**config.mk**
```make
export PLATFORM = sky130hd
export DESIGN_NAME = updown_count_ctrl
export DESIGN_NICKNAME = d
export VERILOG_FILES = /design/src/rtl/updown_count_ctrl.sv
export SDC_FILE = /design/constraint.sdc
export NUM_CORES = 1
export LEC_CHECK = 0
export CORE_UTILIZATION = 35
export CTS_CLUSTER_SIZE = 8
export DETAILED_ROUTE_END_ITERATION = 7
export PLACE_DENSITY = 0.62
export SLEW_MARGIN = 20
export SYNTH_ARGS = -nofsm -noshare
export SYNTH_HDL_FRONTEND = slang
export SYNTH_SLANG_ARGS = --single-unit
export TNS_END_PERCENT = 10
```
**constraint.sdc**
```tcl
create_clock -name clk -period 1.8 [get_ports clk]
set_clock_uncertainty 0.05 [all_clocks]
set_input_delay 0.27 -clock clk [delete_from_list [all_inputs] [get_ports clk]]
set_output_delay 0.27 -clock clk [all_outputs]
set_load 0.05 [all_outputs]
```
**src/rtl/updown_count_ctrl.sv**
```systemverilog
// updown_count_ctrl
//   Command-driven up/down counter controller. A command is accepted in IDLE
//   when cmd_valid && cmd_ready. A clear command zeroes the counter, a zero
//   length command does nothing, and any other command runs the counter up or
//   down by cmd_len single steps, one per clock. Every command ends with a
//   single DONE cycle, and the controller then returns to IDLE.
//
// Ports
//   clk        clock, rising edge
//   rst        synchronous, active-high reset (overrides everything)
//   cmd_valid  command offered
//   cmd_ready  high only in IDLE
//   cmd_dir    1 = up, 0 = down (latched at accept)
//   cmd_len    number of steps (latched at accept)
//   cmd_clr    clear counter instead of counting
//   cnt_q      registered counter value
//   busy       state != IDLE
//   done       one-cycle completion pulse (registered)
//   wrap       one-cycle wrap-around pulse (registered)
module updown_count_ctrl #(
  parameter int CNT_W = 3,
  parameter int LEN_W = 4
) (
  input  logic             clk,
  input  logic             rst,
  input  logic             cmd_valid,
  output logic             cmd_ready,
  input  logic             cmd_dir,
  input  logic [LEN_W-1:0] cmd_len,
  input  logic             cmd_clr,
  output logic [CNT_W-1:0] cnt_q,
  output logic             busy,
  output logic             done,
  output logic             wrap
);

  typedef enum logic [1:0] {S_IDLE, S_RUN, S_DONE} state_t;

  state_t             r_state, w_state_nxt;
  logic [CNT_W-1:0]   r_cnt;
  logic [LEN_W-1:0]   r_rem;
  logic               r_dir;
  logic               r_done;
  logic               r_wrap;

  logic               w_accept;
  logic               w_last_step;
  logic [CNT_W-1:0]   w_cnt_step;
  logic               w_wrap_step;

  assign w_accept    = cmd_valid && cmd_ready;
  assign w_last_step = (r_rem == LEN_W'(1));

  // One counter step in the latched direction; the wrap flag is detected on
  // the value before the step (all-ones going up, zero going down).
  assign w_cnt_step  = r_dir ? (r_cnt + 1'b1) : (r_cnt - 1'b1);
  assign w_wrap_step = r_dir ? (&r_cnt) : ~(|r_cnt);

  // State register
  always_ff @(posedge clk) begin
    if (rst) r_state <= S_IDLE;
    else     r_state <= w_state_nxt;
  end

  // Next-state logic
  always_comb begin
    w_state_nxt = r_state;
    case (r_state)
      S_IDLE: begin
        if (w_accept) begin
          if (cmd_clr || (cmd_len == '0)) w_state_nxt = S_DONE;
          else                            w_state_nxt = S_RUN;
        end
      end
      S_RUN:   if (w_last_step) w_state_nxt = S_DONE;
      S_DONE:  w_state_nxt = S_IDLE;
      default: w_state_nxt = S_IDLE;
    endcase
  end

  // Outputs decoded from state
  always_comb begin
    cmd_ready = (r_state == S_IDLE);
    busy      = (r_state != S_IDLE);
  end

  // Datapath: counter, remaining steps, latched direction and pulse flags.
  // done/wrap default low so each event produces exactly one-cycle pulses.
  always_ff @(posedge clk) begin
    if (rst) begin
      r_cnt  <= '0;
      r_rem  <= '0;
      r_dir  <= 1'b0;
      r_done <= 1'b0;
      r_wrap <= 1'b0;
    end else begin
      r_done <= 1'b0;
      r_wrap <= 1'b0;
      case (r_state)
        S_IDLE: begin
          if (w_accept) begin
            if (cmd_clr) begin
              r_cnt  <= '0;
              r_done <= 1'b1;
            end else if (cmd_len == '0) begin
              r_done <= 1'b1;
            end else begin
              r_rem <= cmd_len;
              r_dir <= cmd_dir;
            end
          end
        end
        S_RUN: begin
          r_cnt  <= w_cnt_step;
          r_rem  <= r_rem - 1'b1;
          r_wrap <= w_wrap_step;
          if (w_last_step) r_done <= 1'b1;
        end
        default: ;
      endcase
    end
  end

  assign cnt_q = r_cnt;
  assign done  = r_done;
  assign wrap  = r_wrap;

endmodule

```
==> results of run 1 <==
[worst min-delay path by stage]
stage          slack [ns]                 endpoint  cells past startpoint
2_1_floorplan        0.30  r_state[0]$_SDFFE_PP0P_                      1
3_3_place_gp         0.42    r_rem[3]$_SDFFE_PP0P_                      2
3_5_place_dp         0.43    r_rem[3]$_SDFFE_PP0P_                      2
4_1_cts              0.44    r_rem[3]$_SDFFE_PP0P_                      2
5_1_grt              0.46    r_rem[3]$_SDFFE_PP0P_                      2
6_report             0.45    r_rem[3]$_SDFFE_PP0P_                      2
[tightest hold or removal path, stage by stage, from the launching register on]
cell and delay, ns:
dfxtp_1 0.33, nand3_1 0.07, a21oi_1 0.06
[final cells by class]
type	count	area share
Multi-Input combinational cell	51	0.3983
Tap cell	25	0.03506
Inverter	7	0.02945
Clock buffer	3	0.02525
Sequential cell	12	0.2707
Timing Repair Buffer	22	0.2412
[Yosys cell counts, drive strengths merged]
| cell | instances |
|---|---|
| a211o | 1 |
| a211oi | 3 |
| a21oi | 11 |
| a2bb2oi | 2 |
| a31oi | 3 |
| buf | 3 |
| clkbuf | 1 |
| dfxtp | 12 |
| fa | 1 |
| ha | 2 |
| inv | 7 |
| nand2 | 2 |
| nand2b | 3 |
| nand3 | 2 |
| nand3b | 1 |
| nand4 | 1 |
| nor2 | 2 |
| nor2b | 2 |
| nor3 | 4 |
| nor4 | 1 |
| nor4b | 2 |
| o21ai | 3 |
| or3 | 1 |
| or4 | 3 |
| xnor2 | 1 |
[state kept, by name, indices dropped and copies added, names as in the netlist]
name     count
wrap         1
done         1
r_rem        4
r_state      2
cnt_q        3
r_dir        1
[cell families (layout without fill, tap and decap cells)]
logic type	Yosys count	after routing	synth area share
xor gates and xnor gates	1	1	0.01359
AOI/OAI and AO/OA	23	23	0.2272
adders and majority gates	3	3	0.06990
DFF	12	12	0.3728
and+or+nand+nor	24	24	0.2369
buffers and inverters	11	32	0.07961
[layer usage]
| layer | track usage | vias up |
|---|---|---|
| li1 | - | 315 |
| met1 | 0.2104 | 264 |
| met2 | 0.2500 | 9 |
| met3 | 0.07200 | 0 |
| met4 | 0.03636 | 0 |
| met5 | 0 | - |
[power by group through the flow]
stage               clock network, W  registers, W  logic (W)
finish                      0.000155      0.000311   0.000217
global route                0.000174      0.000315   0.000235
CTS                         0.000162      0.000311   0.000218
detailed placement                 0      0.000317   0.000217
global placement                   0      0.000317   0.000215
floorplan                          0      0.000334   0.000113
[stage by stage]
stage / instance area, um2 / setup slack [ns] / util
floorplan: 648.1 / -0.1577 / -
detailed placement: 869.6 / 0.001814 / 0.5036
global route: 892.1 / 0.05100 / 0.5167
CTS: 892.1 / 0.1182 / 0.5167
global placement: 869.6 / 0.01557 / 0.5036
finish: 892.1 / 0.1296 / 0.5167
[cells in the final DEF (no fill, tap or decap), types with 2 or more instances in the layout]
cell / n
nand2b_1: 3
a2bb2oi_1: 2
a31oi_1: 3
buf_12: 2
nand2_1: 2
nor3_1: 4
nor2b_1: 2
ha_1: 2
or4_1: 2
inv_1: 7
a211oi_1: 2
o21ai_0: 2
clkbuf_4: 3
clkdlybuf4s50_1: 10
a21oi_1: 10
nand3_1: 2
dfxtp_1: 11
buf_4: 10
==> flow_metrics.env, run 1 <==
export IMPL_critPathSlowestCell="clkdlybuf4s50_1"
export IMPL_syn2layout_area_growth_pct=38.45
export IMPL_min_delay_start="r_rem[3]$_SDFFE_PP0P_"
export IMPL_numClockSinks=12
export IMPL_hold_violations=0
export IMPL_met2WireLength_um=604
export IMPL_hp_class="register to register"
export IMPL_clk_path_buf_depth=2
export IMPL_postSynthCellCount=74
export IMPL_grt_pass1_vias=523
export IMPL_post_cts_resized=0
export IMPL_grt_max_degree=10
export IMPL_endpoint_kind="primary output"
export IMPL_cts_root_buf="clkbuf_4"
export IMPL_path_class="register to primary output"
export IMPL_dieWidth_um=44.91
export IMPL_yosysWarnings=0
export IMPL_tightest_slew_ns=0.4869
export IMPL_slew_violations=0
export IMPL_numCtsBuffers=3
export IMPL_first_pass_iters=4
export IMPL_synth_top_area_frac=0.3728
export IMPL_ios=16
export IMPL_ir_drop_v=0.0004988
export IMPL_period_minus_slack_ns=1.670
export IMPL_nFillCells=174
export IMPL_clk_latency_ns=0.26
export IMPL_antenna_cells=0
export IMPL_r2r_start="cnt_q[0]$_SDFFE_PP0P_"
export IMPL_remaining_drc_errors=0
export IMPL_synth_area_top_cells="dfxtp_1, a21oi_1, inv_1, ha_1, fa_1"
export IMPL_cp_endpoint="done"
export IMPL_status="complete, no violations"
export IMPL_avgSynthCellArea_um2=8.708
export IMPL_wl_met3_um=40
export IMPL_pwr_share_comb=0.318
export IMPL_clockPowerShare=0.227
export IMPL_ys_seq_area_frac=0.3728
export IMPL_final_cells=120
export IMPL_path_delay_family="buffers and inverters"
export IMPL_io_buffers=15
export IMPL_ys_types=31
export IMPL_syn_cell_area_um2=644.4
export IMPL_drive_gt1_frac=0.2211
export IMPL_hpwlAfterDp_um=1083
export IMPL_vias_per_cell=4.900
export IMPL_fin_crit_sh=0.9280
export IMPL_drt_wl_total_um=1350
export IMPL_swShare=0.3162
export IMPL_slew_headroom=0.6744
export IMPL_nets=109
export IMPL_p_int_w=0.0004669
export IMPL_critPathMaxFanout=1
export IMPL_slowest_delay_ns=0.79
export IMPL_met1Wirelength_um=705
export IMPL_pwr_share_seq=0.456
export IMPL_arrival_ns=1.35
export IMPL_setup_violations=0
export IMPL_path_depth=1
export IMPL_cts_tree="done"
export IMPL_rows=15
export IMPL_synth_top_area_cell="dfxtp_1"
export IMPL_cts_setup_buffers=0
export IMPL_critPathLaunch="done$_SDFF_PP0_"
export IMPL_drt_iter0_markers=9
export IMPL_detail_route_antenna_nets=0
export IMPL_antenna_found_initial=0
export IMPL_required_ns=1.48
export IMPL_powerDensity_nw_per_um2=765.4
export IMPL_dieArea_um2=2016
export IMPL_max_clock_freq_ghz=0.5987
export IMPL_power_w=0.0006828
export IMPL_postSynthNetCount=86
export IMPL_top_layer_used="met3"
export IMPL_reg2reg_to="cnt_q[2]$_SDFFE_PP0P_"
export IMPL_ff_latch_area_um2=241.5
export IMPL_grt_pass1_wl_um=2304
export IMPL_regToRegSetupSlack_ns=0.15
export IMPL_path_cells="clkdlybuf4s50_1"
export IMPL_grtUsageTotal=0.1625
export IMPL_core_area_um2=1727
export IMPL_via_count=588
export IMPL_path_buf_inv=1
export IMPL_cts_max_level=1
export IMPL_start_kind="register"
export IMPL_setup_tns_ns=0
export IMPL_die_h_um=44.91
export IMPL_r2r_cells=6
export IMPL_leakage_nw=0.3450
export IMPL_ys_ff_latch=12
export IMPL_clk_pin_slew_worst_paths_ns=0.07
export IMPL_dp_cells=117
export IMPL_whs_ns=0.4503
export IMPL_rsz0062_at_grt="no"
export IMPL_gp_congestion=0.9153
export IMPL_detail_route_wl_per_cell_um=11.25
export IMPL_drv_cap=0
export IMPL_start_util=0.3732
export IMPL_grt_remaining_overflow=0
export IMPL_cts_hold_buf=0
export IMPL_multiInputGateArea_um2=355.3
export IMPL_switchingPower_w=0.0002159
Note: power is estimated with default switching activity, not from simulation.
==> run 2, diff against run 1 <==
--- a/config.mk
+++ b/config.mk
@@ -9,6 +9,7 @@
 export CTS_CLUSTER_SIZE = 8
 export DETAILED_ROUTE_END_ITERATION = 7
 export PLACE_DENSITY = 0.62
+export SETUP_SLACK_MARGIN = 0.02
 export SLEW_MARGIN = 20
 export SYNTH_ARGS = -nofsm -noshare
 export SYNTH_HDL_FRONTEND = slang
==> results of run 2 <==
The final DEF is identical to that of run 1; final timing and power are the same.
==> run 3, diff against run 2 <==
--- a/config.mk
+++ b/config.mk
@@ -5,10 +5,10 @@
 export SDC_FILE = /design/constraint.sdc
 export NUM_CORES = 1
 export LEC_CHECK = 0
-export CORE_UTILIZATION = 35
+export CORE_UTILIZATION = 45
 export CTS_CLUSTER_SIZE = 8
 export DETAILED_ROUTE_END_ITERATION = 7
-export PLACE_DENSITY = 0.62
+export PLACE_DENSITY = 0.76
 export SETUP_SLACK_MARGIN = 0.02
 export SLEW_MARGIN = 20
 export SYNTH_ARGS = -nofsm -noshare
==> run 3 against run 2 <==
Effect of this change: hold slack got worse by 0.0096 ns; die area shrank 21%; critical path depth unchanged; utilization up 15 points; global-route usage increased by 4.6 points; total power increased by 0.42%; sequential power barely moved; routed wire length is 2.2% higher; worst setup slack worse by 0.015 ns; critical endpoint is now wrap.
==> flow_metrics.env, run 3 (synthesized netlist as in run 1, its figures left out) <==
export IMPL_status="complete, no violations"
export IMPL_clockPowerShare=0.229
export IMPL_grtUsageTotal=0.2085
export IMPL_antenna_cells=0
export IMPL_path_class="register to primary output"
export IMPL_cts_hold_buf=0
export IMPL_clk_path_buf_depth=2
export IMPL_drt_iter0_markers=21
export IMPL_final_cell_mix="dfxtp_1, a21oi_1, clkdlybuf4s50_1"
export IMPL_slowest_delay_ns=0.79
export IMPL_power_w=0.0006857
export IMPL_endpoint_kind="primary output"
export IMPL_pwr_share_seq=0.450
export IMPL_cts_tree="done"
export IMPL_critPathMaxFanout=1
export IMPL_antenna_found_initial=0
export IMPL_largest_reg_flops=4
export IMPL_rsz0062_at_grt="no"
export IMPL_largest_register="r_rem"
export IMPL_remaining_drc_errors=0
export IMPL_vias_per_cell=5.642
export IMPL_first_pass_iters=4
export IMPL_p_int_w=0.0004671
export IMPL_gp_congestion=0.8378
export IMPL_final_common_cell="dfxtp_1"
export IMPL_leakage_nw=0.3544
export IMPL_max_clock_freq_ghz=0.5933
export IMPL_ir_drop_v=0.0004982
export IMPL_hpwlAfterDp_um=1081
export IMPL_drt_wl_total_um=1380
export IMPL_detail_route_antenna_nets=0
export IMPL_setup_tns_ns=0
export IMPL_nFillCells=105
export IMPL_grt_remaining_overflow=0
export IMPL_numCtsBuffers=3
export IMPL_start_util=0.4891
export IMPL_slew_headroom=0.6689
export IMPL_fin_crit_sh=0.9364
export IMPL_tightest_slew_ns=0.4959
export IMPL_fin_util=0.6657
export IMPL_pwr_share_comb=0.321
export IMPL_io_buffers=15
export IMPL_hold_violations=0
export IMPL_die_h_um=39.84
export IMPL_numClockSinks=12
export IMPL_syn2layout_area_growth_pct=36.12
export IMPL_critPathSlowestCell="clkdlybuf4s50_1"
export IMPL_drv_cap=0
export IMPL_grt_pass1_vias=471
export IMPL_slew_violations=0
export IMPL_drive_gt1_frac=0.2021
export IMPL_period_minus_slack_ns=1.686
export IMPL_dieWidth_um=39.84
export IMPL_clk_latency_ns=0.27
export IMPL_path_buf_inv=1
export IMPL_start_kind="register"
export IMPL_ios=16
export IMPL_setup_violations=0
export IMPL_dieArea_um2=1587
export IMPL_path_cells="clkdlybuf4s50_1"
export IMPL_swShare=0.3188
export IMPL_cts_max_level=1
export IMPL_post_cts_resized=0
export IMPL_detail_route_wl_per_cell_um=12.66
export IMPL_required_ns=1.48
export IMPL_grt_max_degree=10
export IMPL_multiInputGateArea_um2=355.3
export IMPL_powerDensity_nw_per_um2=781.7
export IMPL_cts_setup_buffers=0
export IMPL_ff_latch_area_um2=241.5
export IMPL_arrival_ns=1.37
export IMPL_cts_root_buf="clkbuf_4"
export IMPL_grt_pass1_wl_um=2104
export IMPL_switchingPower_w=0.0002186
export IMPL_nets=108
export IMPL_path_delay_family="buffers and inverters"
export IMPL_rows=13
export IMPL_via_count=615
export IMPL_hp_class="register to register"
export IMPL_clk_pin_slew_worst_paths_ns=0.07
export IMPL_core_area_um2=1318
-- run 3: cell type report --
cell class | count | area share
tap | 15 | 0.02140
multi-input combinational | 51 | 0.4051
inverter | 7 | 0.02996
timing repair buffer | 21 | 0.2425
sequential | 12 | 0.2753
clock buffer | 3 | 0.02568
-- run 3: per-stage QoR --
step                      hold slack, ns  area [um2]  setup slack [ns]  std cells
after floorplan                   0.2987       648.1           -0.1577         74
after global placement            0.4222       852.1           0.02591        106
after detailed placement          0.4351       852.1         -0.004904        106
after CTS                         0.4439       874.6           0.04847        109
after global routing              0.4679       877.1           0.03302        109
final                             0.4407       877.1            0.1145        109
-- run 3: power by group through the flow --
stage | sequential (W) | clock [W] | combinational [W]
floorplan | 0.000334 | 0 | 0.000113
global placement | 0.000314 | 0 | 0.000216
detailed placement | 0.000314 | 0 | 0.000220
CTS | 0.000308 | 0.000165 | 0.000221
global route | 0.000311 | 0.000174 | 0.000239
finish | 0.000309 | 0.000157 | 0.000220
-- run 3: per-layer routing --
layer | part of all wire | track usage | vias up
met1 | 0.46 | 0.2662 | 280
met2 | 0.46 | 0.3074 | 21
met4 | 0.0058 | 0.05172 | 0
li1 | - | - | 312
met3 | 0.075 | 0.1023 | 2
met5 | 0 | 0 | -
-- run 3: final timing paths --
check | start | to | slack [ns] | cells past startpoint
worst max-delay path | wrap$_SDFF_PP0_ | wrap | 0.11 | 1
worst max register to register | cnt_q[0]$_SDFFE_PP0P_ | cnt_q[2]$_SDFFE_PP0P_ | 0.14 | 6
worst min-delay path | r_rem[3]$_SDFFE_PP0P_ | r_rem[3]$_SDFFE_PP0P_ | 0.44 | 2
worst min register to register | r_rem[3]$_SDFFE_PP0P_ | r_rem[3]$_SDFFE_PP0P_ | 0.44 | 2
